File: config.mk
export PLATFORM = sky130hd
export DESIGN_NAME = mem_arbiter
export DESIGN_NICKNAME = d
export VERILOG_FILES = /design/src/rtl/mem_arbiter_pkg.sv /design/src/rtl/arb_priority_sel.sv /design/src/rtl/mem_arbiter.sv
export SDC_FILE = /design/constraint.sdc
export NUM_CORES = 1
export LEC_CHECK = 0
export BUFFER_PORTS_ARGS = -buffer_cell sky130_fd_sc_hd__buf_2
export CAP_MARGIN = 20
export CELL_PAD_IN_SITES_DETAIL_PLACEMENT = 1
export CELL_PAD_IN_SITES_GLOBAL_PLACEMENT = 1
export CORE_MARGIN = 3
export CORE_UTILIZATION = 32
export DETAILED_ROUTE_END_ITERATION = 10
export PLACE_DENSITY = 0.91
export SYNTH_ARGS = -nofsm -noshare
export SYNTH_HDL_FRONTEND = slang
export SYNTH_SLANG_ARGS = --single-unit
export TNS_END_PERCENT = 50
File: constraint.sdc
create_clock -name clk -period 5.6 [get_ports clk]
set_input_delay 0.56 -clock clk [delete_from_list [all_inputs] [get_ports clk]]
set_output_delay 0.56 -clock clk [all_outputs]
set_load 0.02 [all_outputs]
File: src/rtl/mem_arbiter_pkg.sv
// Shared types and constants for the unified-memory arbiter.
// The round-robin option is selected with the ARB_RR_EN macro (see arb_priority_sel).
package mem_arbiter_pkg;

  typedef enum logic [1:0] {
    ARB_IDLE,
    ARB_BUSY,
    ARB_RESP
  } arb_state_t;

  typedef enum logic {
    OWNER_IFETCH,
    OWNER_DATA
  } arb_owner_t;

  localparam int unsigned ARB_MAX_LATENCY = 15;
  localparam int unsigned ARB_LAT_W       = $clog2(ARB_MAX_LATENCY + 1);

  typedef logic [ARB_LAT_W-1:0] lat_cnt_t;

  function automatic arb_owner_t arb_other(input arb_owner_t owner);
    return (owner == OWNER_IFETCH) ? OWNER_DATA : OWNER_IFETCH;
  endfunction

endpackage

File: src/rtl/arb_priority_sel.sv
// Combinational winner pick between the fetch and data requesters.
// ARB_RR_EN defined: alternate on contention; undefined: data always wins.
module arb_priority_sel
  import mem_arbiter_pkg::*;
(
  input  logic       i_req,
  input  logic       d_req,
  input  arb_owner_t last_grant,
  output logic       grant_valid,
  output arb_owner_t winner
);

  assign grant_valid = i_req | d_req;

`ifdef ARB_RR_EN
  always_comb begin
    winner = OWNER_DATA;
    if (i_req && d_req) begin
      winner = arb_other(last_grant);
    end else if (i_req) begin
      winner = OWNER_IFETCH;
    end
  end
`else
  logic unused_last_grant;
  assign unused_last_grant = ^last_grant;

  always_comb begin
    winner = d_req ? OWNER_DATA : OWNER_IFETCH;
  end
`endif

endmodule

File: src/rtl/mem_arbiter.sv
// Shares one fixed-latency single-ported memory between instruction fetch and data ports.
// Define ARB_RR_EN for round-robin arbitration; default is fixed data priority.
module mem_arbiter
  import mem_arbiter_pkg::*;
#(
  parameter int unsigned ADDR_WIDTH  = 32,
  parameter int unsigned DATA_WIDTH  = 32,
  parameter int unsigned MEM_LATENCY = 2
) (
  input  logic                  clk,
  input  logic                  rst_n,
  input  logic                  i_req,
  input  logic [ADDR_WIDTH-1:0] i_addr,
  output logic                  i_done,
  output logic [DATA_WIDTH-1:0] i_rdata,
  input  logic                  d_req,
  input  logic                  d_we,
  input  logic [ADDR_WIDTH-1:0] d_addr,
  input  logic [DATA_WIDTH-1:0] d_wdata,
  output logic                  d_done,
  output logic [DATA_WIDTH-1:0] d_rdata,
  output logic                  mem_en,
  output logic                  mem_we,
  output logic [ADDR_WIDTH-1:0] mem_addr,
  output logic [DATA_WIDTH-1:0] mem_wdata,
  input  logic [DATA_WIDTH-1:0] mem_rdata,
  output logic                  arb_busy
);

  if (MEM_LATENCY < 1 || MEM_LATENCY > ARB_MAX_LATENCY) begin : g_bad_latency
    $error("mem_arbiter: MEM_LATENCY must be in 1..15");
  end

  arb_state_t            state_q, state_d;
  arb_owner_t            owner_q, owner_d;
  arb_owner_t            last_grant_q, last_grant_d;
  lat_cnt_t              lat_cnt_q, lat_cnt_d;
  logic                  we_q, we_d;
  logic [DATA_WIDTH-1:0] i_rdata_q, i_rdata_d;
  logic [DATA_WIDTH-1:0] d_rdata_q, d_rdata_d;

  logic       grant_valid;
  arb_owner_t winner;

  arb_priority_sel u_sel (
    .i_req      (i_req),
    .d_req      (d_req),
    .last_grant (last_grant_q),
    .grant_valid(grant_valid),
    .winner     (winner)
  );

  always_comb begin
    state_d      = state_q;
    owner_d      = owner_q;
    last_grant_d = last_grant_q;
    lat_cnt_d    = lat_cnt_q;
    we_d         = we_q;
    i_rdata_d    = i_rdata_q;
    d_rdata_d    = d_rdata_q;
    mem_en       = 1'b0;
    mem_we       = 1'b0;
    mem_addr     = '0;
    mem_wdata    = '0;

    unique case (state_q)
      ARB_IDLE: begin
        if (grant_valid) begin
          mem_en = 1'b1;
          if (winner == OWNER_DATA) begin
            mem_we    = d_we;
            mem_addr  = d_addr;
            mem_wdata = d_wdata;
          end else begin
            mem_addr = i_addr;
          end
          owner_d   = winner;
          we_d      = (winner == OWNER_DATA) && d_we;
          lat_cnt_d = lat_cnt_t'(MEM_LATENCY);
          state_d   = ARB_BUSY;
        end
      end
      ARB_BUSY: begin
        lat_cnt_d = lat_cnt_q - lat_cnt_t'(1);
        // Final busy cycle is T+MEM_LATENCY, exactly when mem_rdata is valid.
        if (lat_cnt_q == lat_cnt_t'(1)) begin
          if (owner_q == OWNER_IFETCH) begin
            i_rdata_d = mem_rdata;
          end else if (!we_q) begin
            d_rdata_d = mem_rdata;
          end
          state_d = ARB_RESP;
        end
      end
      ARB_RESP: begin
        last_grant_d = owner_q;
        state_d      = ARB_IDLE;
      end
      default: state_d = ARB_IDLE;
    endcase
  end

  always_ff @(posedge clk or negedge rst_n) begin
    if (!rst_n) begin
      state_q      <= ARB_IDLE;
      owner_q      <= OWNER_DATA;
      last_grant_q <= OWNER_IFETCH;
      lat_cnt_q    <= '0;
      we_q         <= 1'b0;
      i_rdata_q    <= '0;
      d_rdata_q    <= '0;
    end else begin
      state_q      <= state_d;
      owner_q      <= owner_d;
      last_grant_q <= last_grant_d;
      lat_cnt_q    <= lat_cnt_d;
      we_q         <= we_d;
      i_rdata_q    <= i_rdata_d;
      d_rdata_q    <= d_rdata_d;
    end
  end

  assign i_done   = (state_q == ARB_RESP) && (owner_q == OWNER_IFETCH);
  assign d_done   = (state_q == ARB_RESP) && (owner_q == OWNER_DATA);
  assign i_rdata  = i_rdata_q;
  assign d_rdata  = d_rdata_q;
  assign arb_busy = (state_q != ARB_IDLE);

  // The owning requester must keep req high until its done pulse.
  a_req_held: assert property (@(posedge clk) disable iff (!rst_n)
    (state_q != ARB_IDLE) |-> ((owner_q == OWNER_DATA) ? d_req : i_req));

  a_done_excl: assert property (@(posedge clk) disable iff (!rst_n)
    !(i_done && d_done));

  a_en_idle_only: assert property (@(posedge clk) disable iff (!rst_n)
    mem_en |-> (state_q == ARB_IDLE));

endmodule
# Yosys cells after proc, flatten, opt, wreduce, memory -nomap -nowiden
# Cells that the tools add are included.
[word_totals] wordCells=43 input_bits=133 reg_bits=72 output_inout_bits=133
[op_classes] n_eq_ne=5 add_sub_neg=1 muxes=17 n_bitwise=3 reduce_logical=11
[op_table] op="two-way mux 32 bit" n=6
[op_table] op="case mux 4 bit (2 select lines)" n=1
[op_table] op="two-way mux 1 bit" n=6
[op_table] op="AND reduction 2 bit" n=3
[op_table] op="== test 4 x 1 -> 1 bit (second input constant)" n=1
[op_table] op="two-way mux 2 bit" n=2
[op_table] op="two-way mux 4 bit" n=1
[op_table] op="!= test 2 bit (second input constant)" n=2
[op_table] op="case mux 2 bit (2 select lines)" n=1
[op_table] op="AND reduction 4 bit" n=1
[op_table] op="nonzero test 2 bit" n=2
[op_table] op="subtractor 4 x 1 -> 4 bit (second input constant)" n=1
[op_table] op="logical AND 1 bit" n=3
[op_table] op="AND reduction 3 bit" n=1
[op_table] op="== test 2 x 1 -> 1 bit (second input constant)" n=1
[op_table] op="== test 2 bit (second input constant)" n=1
[op_table] op="zero test 2 bit" n=1
[op_table] op="NOT 1 bit" n=2
[op_table] op="bitwise OR 1 bit" n=1

# Longest topological paths before layout
# Gate-level depths: netlist of run 1.
[depth] depth_word=4 mapped_depth=7 mapped_depth_nobuf=5

# Cells and area by module
# A second synthesis of run 1 with hierarchy kept.
[unflattened] cells_unflattened=292 area_unflattened_um2=3671.0
[modules_own_cells] mod="mem_arbiter" seq_area_each_um2=1828.0 n_inst=1 area_each_um2=3657.3 cells_each=290
[modules_own_cells] mod="arb_priority_sel" seq_area_each_um2=0.0 n_inst=1 area_each_um2=13.8 cells_each=2

# Worst setup path after synthesis of run 1
# Ideal clock, no wire load.
[synth_path] kind="input -> output" start="input port d_req" end="output port mem_addr[24]" t_required_ns=5.040 slack_ns=3.155 arrival_ns=1.885 stages=5 path_buffers=3 cell_sequence="clkbuf_1 -> clkbuf_1 -> buf_1 -> mux2i_1 -> nor2_1"
[synth_between] elab_chain_len=4 elab_cells_between_ends=5 classes_between="mux (4); bitwise (1)"
[synth_rtl] element="from (decl)" line_no="mem_arbiter.sv:16" rtl="input logic d_req,"
[synth_rtl] element="two-way mux 1 bit" line_no="arb_priority_sel.sv:29" rtl="winner = d_req ? OWNER_DATA : OWNER_IFETCH;"
[synth_rtl] element="two-way mux 32 bit" line_no="mem_arbiter.sv:70" rtl="if (winner == OWNER_DATA) begin"
[synth_rtl] element="two-way mux 32 bit (*)" line_no="mem_arbiter.sv:68" rtl="if (grant_valid) begin"
[synth_rtl] element="two-way mux 32 bit (*)" line_no="mem_arbiter.sv:66" rtl="unique case (state_q)"
[synth_rtl] element="to (decl)" line_no="mem_arbiter.sv:24" rtl="output logic [ADDR_WIDTH-1:0] mem_addr,"
# Mark *: on every way between the ends. The rest lies on a longest branch, timed or not.

# Final worst setup path of run 1
[layout_path] start="register state_q[0]" end="output port mem_addr[4]"
[layout_between] elab_chain_len=2
[layout_rtl] element="from (decl)" line_no="mem_arbiter.sv:34" rtl="arb_state_t state_q, state_d;"
[layout_rtl] element="from (signal assigned)" line_no="mem_arbiter.sv:113" rtl="state_q <= state_d;"
[layout_rtl] element="zero test 2 bit" line_no="mem_arbiter.sv:66"
[layout_rtl] element="two-way mux 32 bit" line_no="mem_arbiter.sv:66"
# Every way passes these cells.

==> impl_metrics.csv, run 1 <==
group,metric,value,unit
route,top_layer,"met5",
critical_path,arrival,2.36,ns
timing,clock_skew,0.00413,ns
floorplanning,die-width,113,um
route,ant_nets,0,
critical_path,critical_path_class,"reg2out",
run_status,outcome,"finished clean",
power,p_leak,3.11,nW
timing,fmax,0.342,GHz
route,routed_wl,13.7,mm
route,avgViaCountPerCell,4.71,
route,wl_per_cell,19.8,um
synth,netlist.area_leader.share,48.9,%
synth,synth_cell_types,33,
cells_and_area,layout_common_cells,"buf_2, dfrtp_1, nor2_1",
timing,hold_viol_final,0,
critical_path,critPathMaxFanout,37,
route,dr.pass1.iters,4,
cells_and_area,final_nets,681,
place,gp_congestion,0.899,
timing,relSlewSlack,32.1,%
cts,post_cts_resized,0,
critical_path,worst_setup_path_end_kind,"primary output",
cts,clock_sinks,72,
synth,synth_nets,422,
cts,clk_pin_slew,0.06,ns
timing,period_share,52.2,%
timing,final_max_slew_viol_count,0,
route,drtIter0Drc,194,
timing,fin_setup_tns,0,ns
cts,cts_setup_buffers,0,
floorplanning,die_area,0.0127,sq mm
grt,grt_pass1_wl,20.7,mm
floorplanning,row_count,38,
cts,clkLatencyLatePin,0.32,ns
route,wl_met3,1.13,mm
floorplanning,coreArea,0.0110,sq mm
timing,setup_viol,0,
floorplanning,boundaryPins,266,
synth,synth_cells,287,
route,vias,3257,
cts,cts_buffers,9,
cells_and_area,utilization,48.9,%
cts,hold_buffers,0,
synth,ys_top_cells_by_area,"dfrtp_1, mux2_4, mux2_2, mux2i_1, and3_1",
timing,grt_setup_unrepaired,"no",
power,irDropWorstVdd,0.332,mV
synth,synth.avg_cell_area,12.7,sq um
cts,cts_htree_levels,3,
route,wl_met2,7.45,mm
power,power_density,575,mW/mm^2
route,drc_errors,0,
grt,grt_use_total,21.1,%
cells_and_area,drive_above_1_share,64.8,%
critical_path,required,5.04,ns
timing,worst_pin_slew,1.02,ns
route,wl_met1,4.61,mm
grt,grt_max_degree,73,
place,io_buffers,265,
cts,cts.path.max_buffers,2,
grt,antenna_found_initial,2,
cells_and_area,syn2layout_area_growth,47.8,%
synth,yosys_warnings,0,
floorplanning,die_h,113,um
synth,syn_area,0.00364,sq mm
run,drv_cap,0,
floorplanning,initial_core_util,33.1,%
synth,ys_seq_area_share,49.6,%
synth,ys_seq_elements,72,
grt,grt-ovfl-total,0,
cts,root_buffer,"clkbuf_16",
synth,synth_top_cell_by_area,"dfrtp_1",
cts,cts_tree,"done",
timing,period_minus_slack,2.92,ns
critical_path,cp-start-kind,"register",
place,dpl.hpwl,11.1,mm
cells_and_area,final_common_cell,"buf_2",
grt,grt_pass1_vias,3699,
hold_path,min_path_type,"in2async",
==> critical path, stage by stage, from the launching register on <==
cell     delay, ns
dfrtp_1       0.43
nor2_2        0.80
o21ai_2       0.10
buf_4         0.29
nor2_1        0.22
buf_2         0.20
==> worst paths after layout <==
kind	from	to	slack, ns	depth (start not counted)
min	rst_n	d_rdata[19]	0.45	2
max reg2reg	lat_cnt_q[1]	d_rdata[0]	3.09	5
min reg2reg	d_rdata[23]	d_rdata[23]	0.51	1
min in group clk	mem_rdata[3]	d_rdata[3]	0.48	2
max in group asynchronous	rst_n	i_rdata[25]	4.57	2
max	state_q[0]	mem_addr[4]	2.68	5
==> through the flow <==
step                worst slack, ns  power [mW]  hold WS, ns  instances  area [sq um]
floorplan                      3.15        1.92        0.264        287          3640
global route                   2.48        3.26        0.470        692          5380
finish                         2.68        3.09        0.447        692          5380
detailed placement             2.79        2.48        0.488        675          5040
CTS                            2.70        3.13        0.459        691          5370
global placement               2.85        2.39        0.464        675          5040
==> registers in the layout, summed over array words and instances (netlist names) <==
register / cells
d_rdata: 32
state_q: 2
lat_cnt_q: 4
we_q: 1
i_rdata: 32
owner_q: 1
==> routing by layer <==
layer / vias to the layer above / GRT usage (%)
met5: - / 0
met4: 2 / 9.13
met3: 28 / 7.22
met2: 161 / 39.8
met1: 1541 / 20.8
li1: 1525 / -
==> cell families (layout without fill, tap and decap cells) <==
family          after synthesis  count (layout)  synth area share, %
compound gates                8               8                 1.58
simple gates                 82              82                 11.8
flops                        72              72                 49.6
xor+xnor                      1               1                0.241
fa+ha+maj                     2               2                0.688
buf+inv                      26             290                 4.34
other cells                   0               1                    0
mux                          96              96                 31.7
==> power by group <==
part	leakage, nW	internal (mW)	switching [mW]	total [mW]
clock network	0.154	0.395	0.228	0.623
registers	0.843	0.791	0.175	0.965
logic	2.12	0.632	0.870	1.50
==> synthesized netlist by cell type (all sizes together) <==
cell	number
a21o	1
a21oi	1
a22o	1
a31o	1
and3	33
and3b	1
buf	8
clkbuf	14
dfrtp	71
dfstp	1
ha	2
inv	4
mux2	64
mux2i	32
nand2	4
nand2b	1
nand3b	1
nor2	36
nor3	1
nor3b	1
o211ai	1
o21ai	1
o21bai	1
o31ai	1
or2b	1
or3b	1
or4	1
or4b	1
xor2	1
==> layout make-up <==
cell class / count / area, sq um
repair buffers: 270 / 1360
multi-input cells: 189 / 1690
clock buffers: 9 / 225
clock inverters: 7 / 104
flip-flops and latches: 72 / 1800
inverters: 4 / 15.0
diodes: 1 / 2.50
fillers: 1297 / 5610
well taps: 140 / 175
Power figures use the tool's default switching activity.
==> run 2: changes to the inputs <==
--- a/config.mk
+++ b/config.mk
@@ -10,9 +10,9 @@
 export CELL_PAD_IN_SITES_DETAIL_PLACEMENT = 1
 export CELL_PAD_IN_SITES_GLOBAL_PLACEMENT = 1
 export CORE_MARGIN = 3
-export CORE_UTILIZATION = 32
+export CORE_UTILIZATION = 27
 export DETAILED_ROUTE_END_ITERATION = 10
-export PLACE_DENSITY = 0.91
+export PLACE_DENSITY = 0.83
 export SYNTH_ARGS = -nofsm -noshare
 export SYNTH_HDL_FRONTEND = slang
 export SYNTH_SLANG_ARGS = --single-unit
==> constraint.sdc (replaced) <==
create_clock -name clk -period 2.63 [get_ports clk]
set_input_delay 0.263 -clock clk [delete_from_list [all_inputs] [get_ports clk]]
set_output_delay 0.263 -clock clk [all_outputs]
set_load 0.02 [all_outputs]
==> impl_metrics.csv, run 2 (synthesis results as in run 1) <==
group,metric,value,unit
place,gp_congestion,0.883,
critical_path,worst_setup_path_end_kind,"register",
cells_and_area,final_nets,681,
run_status,outcome,"finished, violations left",
cts,root_buffer,"clkbuf_16",
grt,grt_max_degree,65,
timing,final_max_slew_viol_count,0,
cts,clk_pin_slew,0.06,ns
route,wl_per_cell,19.0,um
floorplanning,die-width,122,um
critical_path,cp_cell_sequence,"inv_1 -> ha_1 -> or3b_1 -> or4b_4 -> mux2_4",
timing,period_share,93.5,%
cts,post_cts_resized,0,
critical_path,endpoint,"d_rdata[1]",
cts,clock_sinks,72,
power,p_total,6.71,mW
cells_and_area,final_common_cell,"buf_2",
timing,clock_skew,0.00650,ns
grt,antenna_found_initial,0,
timing,period_minus_slack,2.46,ns
timing,setup_viol,0,
critical_path,critical_path_class,"reg2reg",
critical_path,cp-start-kind,"register",
critical_path,worstReg2RegStart,"lat_cnt_q[1]",
cells_and_area,diodes,0,
power,swShare,40.7,%
route,vias,3296,
hold_path,min_path_type,"in2async",
timing,worst_pin_slew,0.751,ns
cts,clkLatencyLatePin,0.33,ns
cts,cts_setup_buffers,0,
route,routed_wl,13.7,mm
power,clock_power_share,21.2,%
critical_path,arrival,2.67,ns
cts,hold_buffers,0,
route,drtIter0Drc,143,
floorplanning,coreArea,0.0129,sq mm
power,power_density,1230,mW/mm^2
timing,setup_ws,0.170,ns
place,dp.cells,707,
route,avgViaCountPerCell,4.56,
cts,cts_tree,"done",
cts,cts_buffers,9,
grt,grt_pass1_wl,20.2,mm
route,ant_nets,0,
timing,fin_setup_tns,0,ns
power,seqPwrFrac,30.8,%
power,irDropWorstVdd,0.342,mV
critical_path,crit_path_start,"lat_cnt_q[1]",
floorplanning,initial_core_util,28.2,%
power,total_switching_power,2.73,mW
route,drc_errors,0,
critical_path,reg2reg_depth,5,
critical_path,rr_endpoint,"d_rdata[1]",
floorplanning,die_area,0.0149,sq mm
floorplanning,die_h,122,um
power,power_frac_comb,48.0,%
floorplanning,boundaryPins,266,
run_status,violations,"hold timing",
grt,grt_use_total,17.8,%
cts,cts_htree_levels,3,
run,drv_cap,0,
power,internal_power,3.98,mW
timing,grt_setup_unrepaired,"no",
grt,grt-ovfl-total,0,
critical_path,worst_path_max_delay_cell,"or4b_4",
timing,relSlewSlack,49.9,%
cells_and_area,fin_cells,723,
timing,hold_ws,-0.00520,ns
route,dr.pass1.iters,3,
cells_and_area,layout_common_cells,"buf_2, dfrtp_1, nor2_1",
floorplanning,row_count,41,
timing,fmax,0.407,GHz
power,p_leak,3.14,nW
place,io_buffers,265,
place,dpl.hpwl,11.1,mm
cts,cts.path.max_buffers,2,
timing,hold_viol_final,11,
critical_path,slowest_delay,0.84,ns
grt,grt_pass1_vias,3644,
critical_path,required,2.84,ns
cells_and_area,syn2layout_area_growth,50.2,%
critical_path,critPathMaxFanout,32,
cells_and_area,drive_above_1_share,64.8,%
cells_and_area,utilization,42.4,%
critical_path,r2r_slack,0.17,ns
place,post-place-ws,0.160,ns
==> run 2: power groups by stage <==
stage	registers [mW]	clock network, mW	logic [mW]
floorplan	2.62	0	1.47
global placement	2.01	0	3.13
detailed placement	2.07	0	3.26
CTS	2.07	1.46	3.28
global route	2.13	1.50	3.45
finish	2.07	1.43	3.22
==> run 2: metal layers <==
metal | GRT usage [%] | vias to the layer above | part of all wire [%]
met4 | 7.14 | 0 | 2.4
li1 | - | 1531 | -
met2 | 33.7 | 177 | 53
met1 | 18.9 | 1571 | 36
met5 | 0 | - | 0
met3 | 4.13 | 17 | 8.8
==> run 2: layout make-up <==
class                      instances  area [sq um]
clock inverter                     7           128
multi-input combinational        189          1690
timing repair buffer             270          1390
sequential                        72          1800
fill                            1496          7410
tap                              172           215
clock buffer                       9           225
inverter                           4          15.0
==> run 2: per-stage QoR <==
step                      hold WS [ns]  instance area (sq um)
after global placement           0.346                   5110
after CTS                     0.000835                   5460
after global routing            0.0376                   5460
after detailed placement         0.374                   5110
after floorplan                -0.0326                   3640
final                         -0.00520                   5460
==> run 2: worst max-delay path: cells and delay by family (launching register included) <==
family        cells  cell delay (ns)
mux               1             0.40
flops             1             0.41
buf+inv           1             0.11
simple gates      2             1.25
fa+ha+maj         1             0.15
==> run 2: how the worst min path moves through the flow <==
stage                  end  slack [ns]  start
2_1_floorplan   d_rdata[0]       -0.03  rst_n
3_3_place_gp   d_rdata[13]        0.35  rst_n
3_5_place_dp   d_rdata[13]        0.37  rst_n
4_1_cts        d_rdata[13]      0.0008  rst_n
5_1_grt        i_rdata[20]        0.04  rst_n
6_report       i_rdata[20]      -0.005  rst_n
==> run 3: changes to the inputs <==
--- a/config.mk
+++ b/config.mk
@@ -5,6 +5,7 @@
 export SDC_FILE = /design/constraint.sdc
 export NUM_CORES = 1
 export LEC_CHECK = 0
+export ABC_AREA = 1
 export BUFFER_PORTS_ARGS = -buffer_cell sky130_fd_sc_hd__buf_2
 export CAP_MARGIN = 20
 export CELL_PAD_IN_SITES_DETAIL_PLACEMENT = 1
@@ -12,7 +13,7 @@
 export CORE_MARGIN = 3
 export CORE_UTILIZATION = 27
 export DETAILED_ROUTE_END_ITERATION = 10
-export PLACE_DENSITY = 0.83
+export PLACE_DENSITY = 0.85
 export SYNTH_ARGS = -nofsm -noshare
 export SYNTH_HDL_FRONTEND = slang
 export SYNTH_SLANG_ARGS = --single-unit
==> constraint.sdc (replaced) <==
create_clock -name clk -period 2.3 [get_ports clk]
set_input_delay 0.23 -clock clk [delete_from_list [all_inputs] [get_ports clk]]
set_output_delay 0.23 -clock clk [all_outputs]
set_load 0.02 [all_outputs]
==> impl_metrics.csv, run 3 <==
group,metric,value,unit
cts,clk_pin_slew,0.06,ns
synth,ys.flop_type,"dfrtp_1",
cts,hold_buffers,0,
synth,synth.avg_cell_area,7.35,sq um
run_status,outcome,"finished clean",
power,p_total,7.30,mW
floorplanning,die-width,124,um
power,p_leak,3.16,nW
timing,relSlewSlack,38.6,%
route,routed_wl,15.6,mm
critical_path,critical_path_class,"reg2out",
synth,synth-edff-count,0,
cts,root_buffer,"clkbuf_16",
floorplanning,coreArea,0.0134,sq mm
cells_and_area,ff_latch_area,0.00180,sq mm
synth,synth_cell_types,20,
timing,period_minus_slack,1.94,ns
grt,met2_usage,35.9,%
grt,grt_pass1_vias,4362,
power,swShare,48.0,%
cells_and_area,fill_cells,1810,
grt,grt_use_total,19.5,%
cells_and_area,utilization,40.7,%
critical_path,worst_setup_path_end_kind,"primary output",
floorplanning,row_count,42,
power,total_switching_power,3.51,mW
cells_and_area,multi_input_area,0.00167,sq mm
floorplanning,initial_core_util,27.9,%
cells_and_area,drive_above_1_share,39.6,%
cts,cts_htree_levels,3,
synth,yosysMostFrequentCell,"nand2_1",
synth,synth_cells,509,
route,drc_errors,0,
critical_path,required,2.07,ns
synth,syn_area,0.00374,sq mm
place,io_buffers,265,
synth,ys_seq_elements,72,
critical_path,cp-start-kind,"register",
route,drtIter0Drc,125,
critical_path,r2r_slack,0.53,ns
synth,synth_nets,644,
timing,fin_setup_tns,0,ns
hold_path,min_path_type,"in2async",
cts,clkLatencyLatePin,0.33,ns
grt,grt-ovfl-total,0,
timing,grt_setup_unrepaired,"no",
cts,clock_sinks,72,
cells_and_area,layout_common_cells,"buf_2, nand2_1, dfrtp_1",
cells_and_area,final_common_cell,"buf_2",
cells_and_area,syn2layout_area_growth,45.8,%
timing,setup_ws,0.363,ns
power,internal_power,3.79,mW
timing,final_max_slew_viol_count,0,
synth,async_flop_share,100,%
cts,cts_tree,"done",
timing,clock_skew,0.00779,ns
synth,synthTopCellsByCount,"nand2_1, dfrtp_1, nand3_1",
place,dpl.hpwl,12.1,mm
place,gp_congestion,0.774,
power,power_frac_comb,50.7,%
cells_and_area,final_nets,901,
power,irDropWorstVdd,0.641,mV
synth,ys_top_cells_by_area,"dfrtp_1, nand2_1, nand3_1, a21oi_1, nor2_1",
timing,worst_pin_slew,0.921,ns
grt,antenna_found_initial,0,
cts,post_cts_resized,0,
run,drv_cap,0,
critical_path,critPathMaxFanout,16,
place,post-place-ws,0.556,ns
route,vias,4325,
timing,setup_viol,0,
synth,netlist.area_leader.share,47.5,%
floorplanning,die_h,124,um
synth,synth_top_cell_by_area,"dfrtp_1",
critical_path,arrival,1.71,ns
cts,cts.path.max_buffers,2,
power,seqPwrFrac,31.5,%
floorplanning,boundaryPins,266,
grt,top_usage_layer,"met2",
timing,fmax,0.516,GHz
timing,hold_viol_final,0,
grt,grtUsageMet3,4.45,%
route,avgViaCountPerCell,4.56,
grt,grt_pass1_wl,22.9,mm
power,power_density,1340,mW/mm^2
cts,cts_setup_buffers,0,
route,dr.pass1.iters,4,
synth,ys_seq_area_share,48.2,%
route,ant_nets,0,
floorplanning,die_area,0.0153,sq mm
cts,cts_buffers,9,
timing,period_share,84.2,%
power,clock_power_share,17.8,%
synth,yosys_warnings,0,
grt,grt_max_degree,73,
route,wl_per_cell,16.4,um
timing,hold_ws,0.0341,ns
grt,gr-usage-met1,21.3,%
-- run 3: layout make-up --
type,instances,area share (%)
timing repair buffer,281,26.5
clock buffer,10,4.19
antenna,1,0.0458
clock inverter,6,0.825
multi-input combinational,391,30.6
sequential,72,33.0
inverter,11,0.756
tap,176,4.03
-- run 3: final timing paths --
kind,from,end,cells after the start
hold reg to reg,i_rdata[6],i_rdata[6],2
hold / removal,rst_n,i_rdata[14],1
setup reg to reg,lat_cnt_q[1],d_rdata[7],7
setup / recovery,state_q[0],mem_wdata[4],5
min in group clk,mem_rdata[26],d_rdata[26],3
max in group asynchronous,rst_n,lat_cnt_q[3],1
-- run 3: kinds of logic after synthesis --
| group | count (synthesis) | synth area share [%] |
|---|---|---|
| compound gates | 38 | 5.11 |
| xor+xnor | 1 | 0.234 |
| fa+ha+maj | 2 | 0.668 |
| buf+inv | 46 | 7.25 |
| flops | 72 | 48.2 |
| simple gates | 350 | 38.6 |
-- run 3: per-stage QoR --
| stage | cells | instance area, sq um |
|---|---|---|
| 5_1_grt | 947 | 5460 |
| 2_1_floorplan | 509 | 3740 |
| 3_3_place_gp | 931 | 5180 |
| 6_report | 948 | 5460 |
| 3_5_place_dp | 931 | 5180 |
| 4_1_cts | 947 | 5460 |
-- run 3: critical path, cell delays in order, from the launching register on --
cell and delay [ns]:
dfrtp_1 0.44, inv_1 0.08, nand2_1 0.28, buf_4 0.30
nor2_1 0.10, buf_2 0.18
-- run 3: power groups by stage --
stage	clock network [mW]	registers [mW]	logic, mW
2_1_floorplan	0	2.99	1.63
3_3_place_gp	0	2.29	3.67
3_5_place_dp	0	2.31	3.77
4_1_cts	1.33	2.31	3.78
5_1_grt	1.39	2.39	4.10
6_report	1.30	2.30	3.70
-- run 3: metal layers --
layer	wire length, um	share of wire (%)
met1	5970	38
met2	7930	51
met3	1220	7.8
met4	453	2.9
met5	0	0
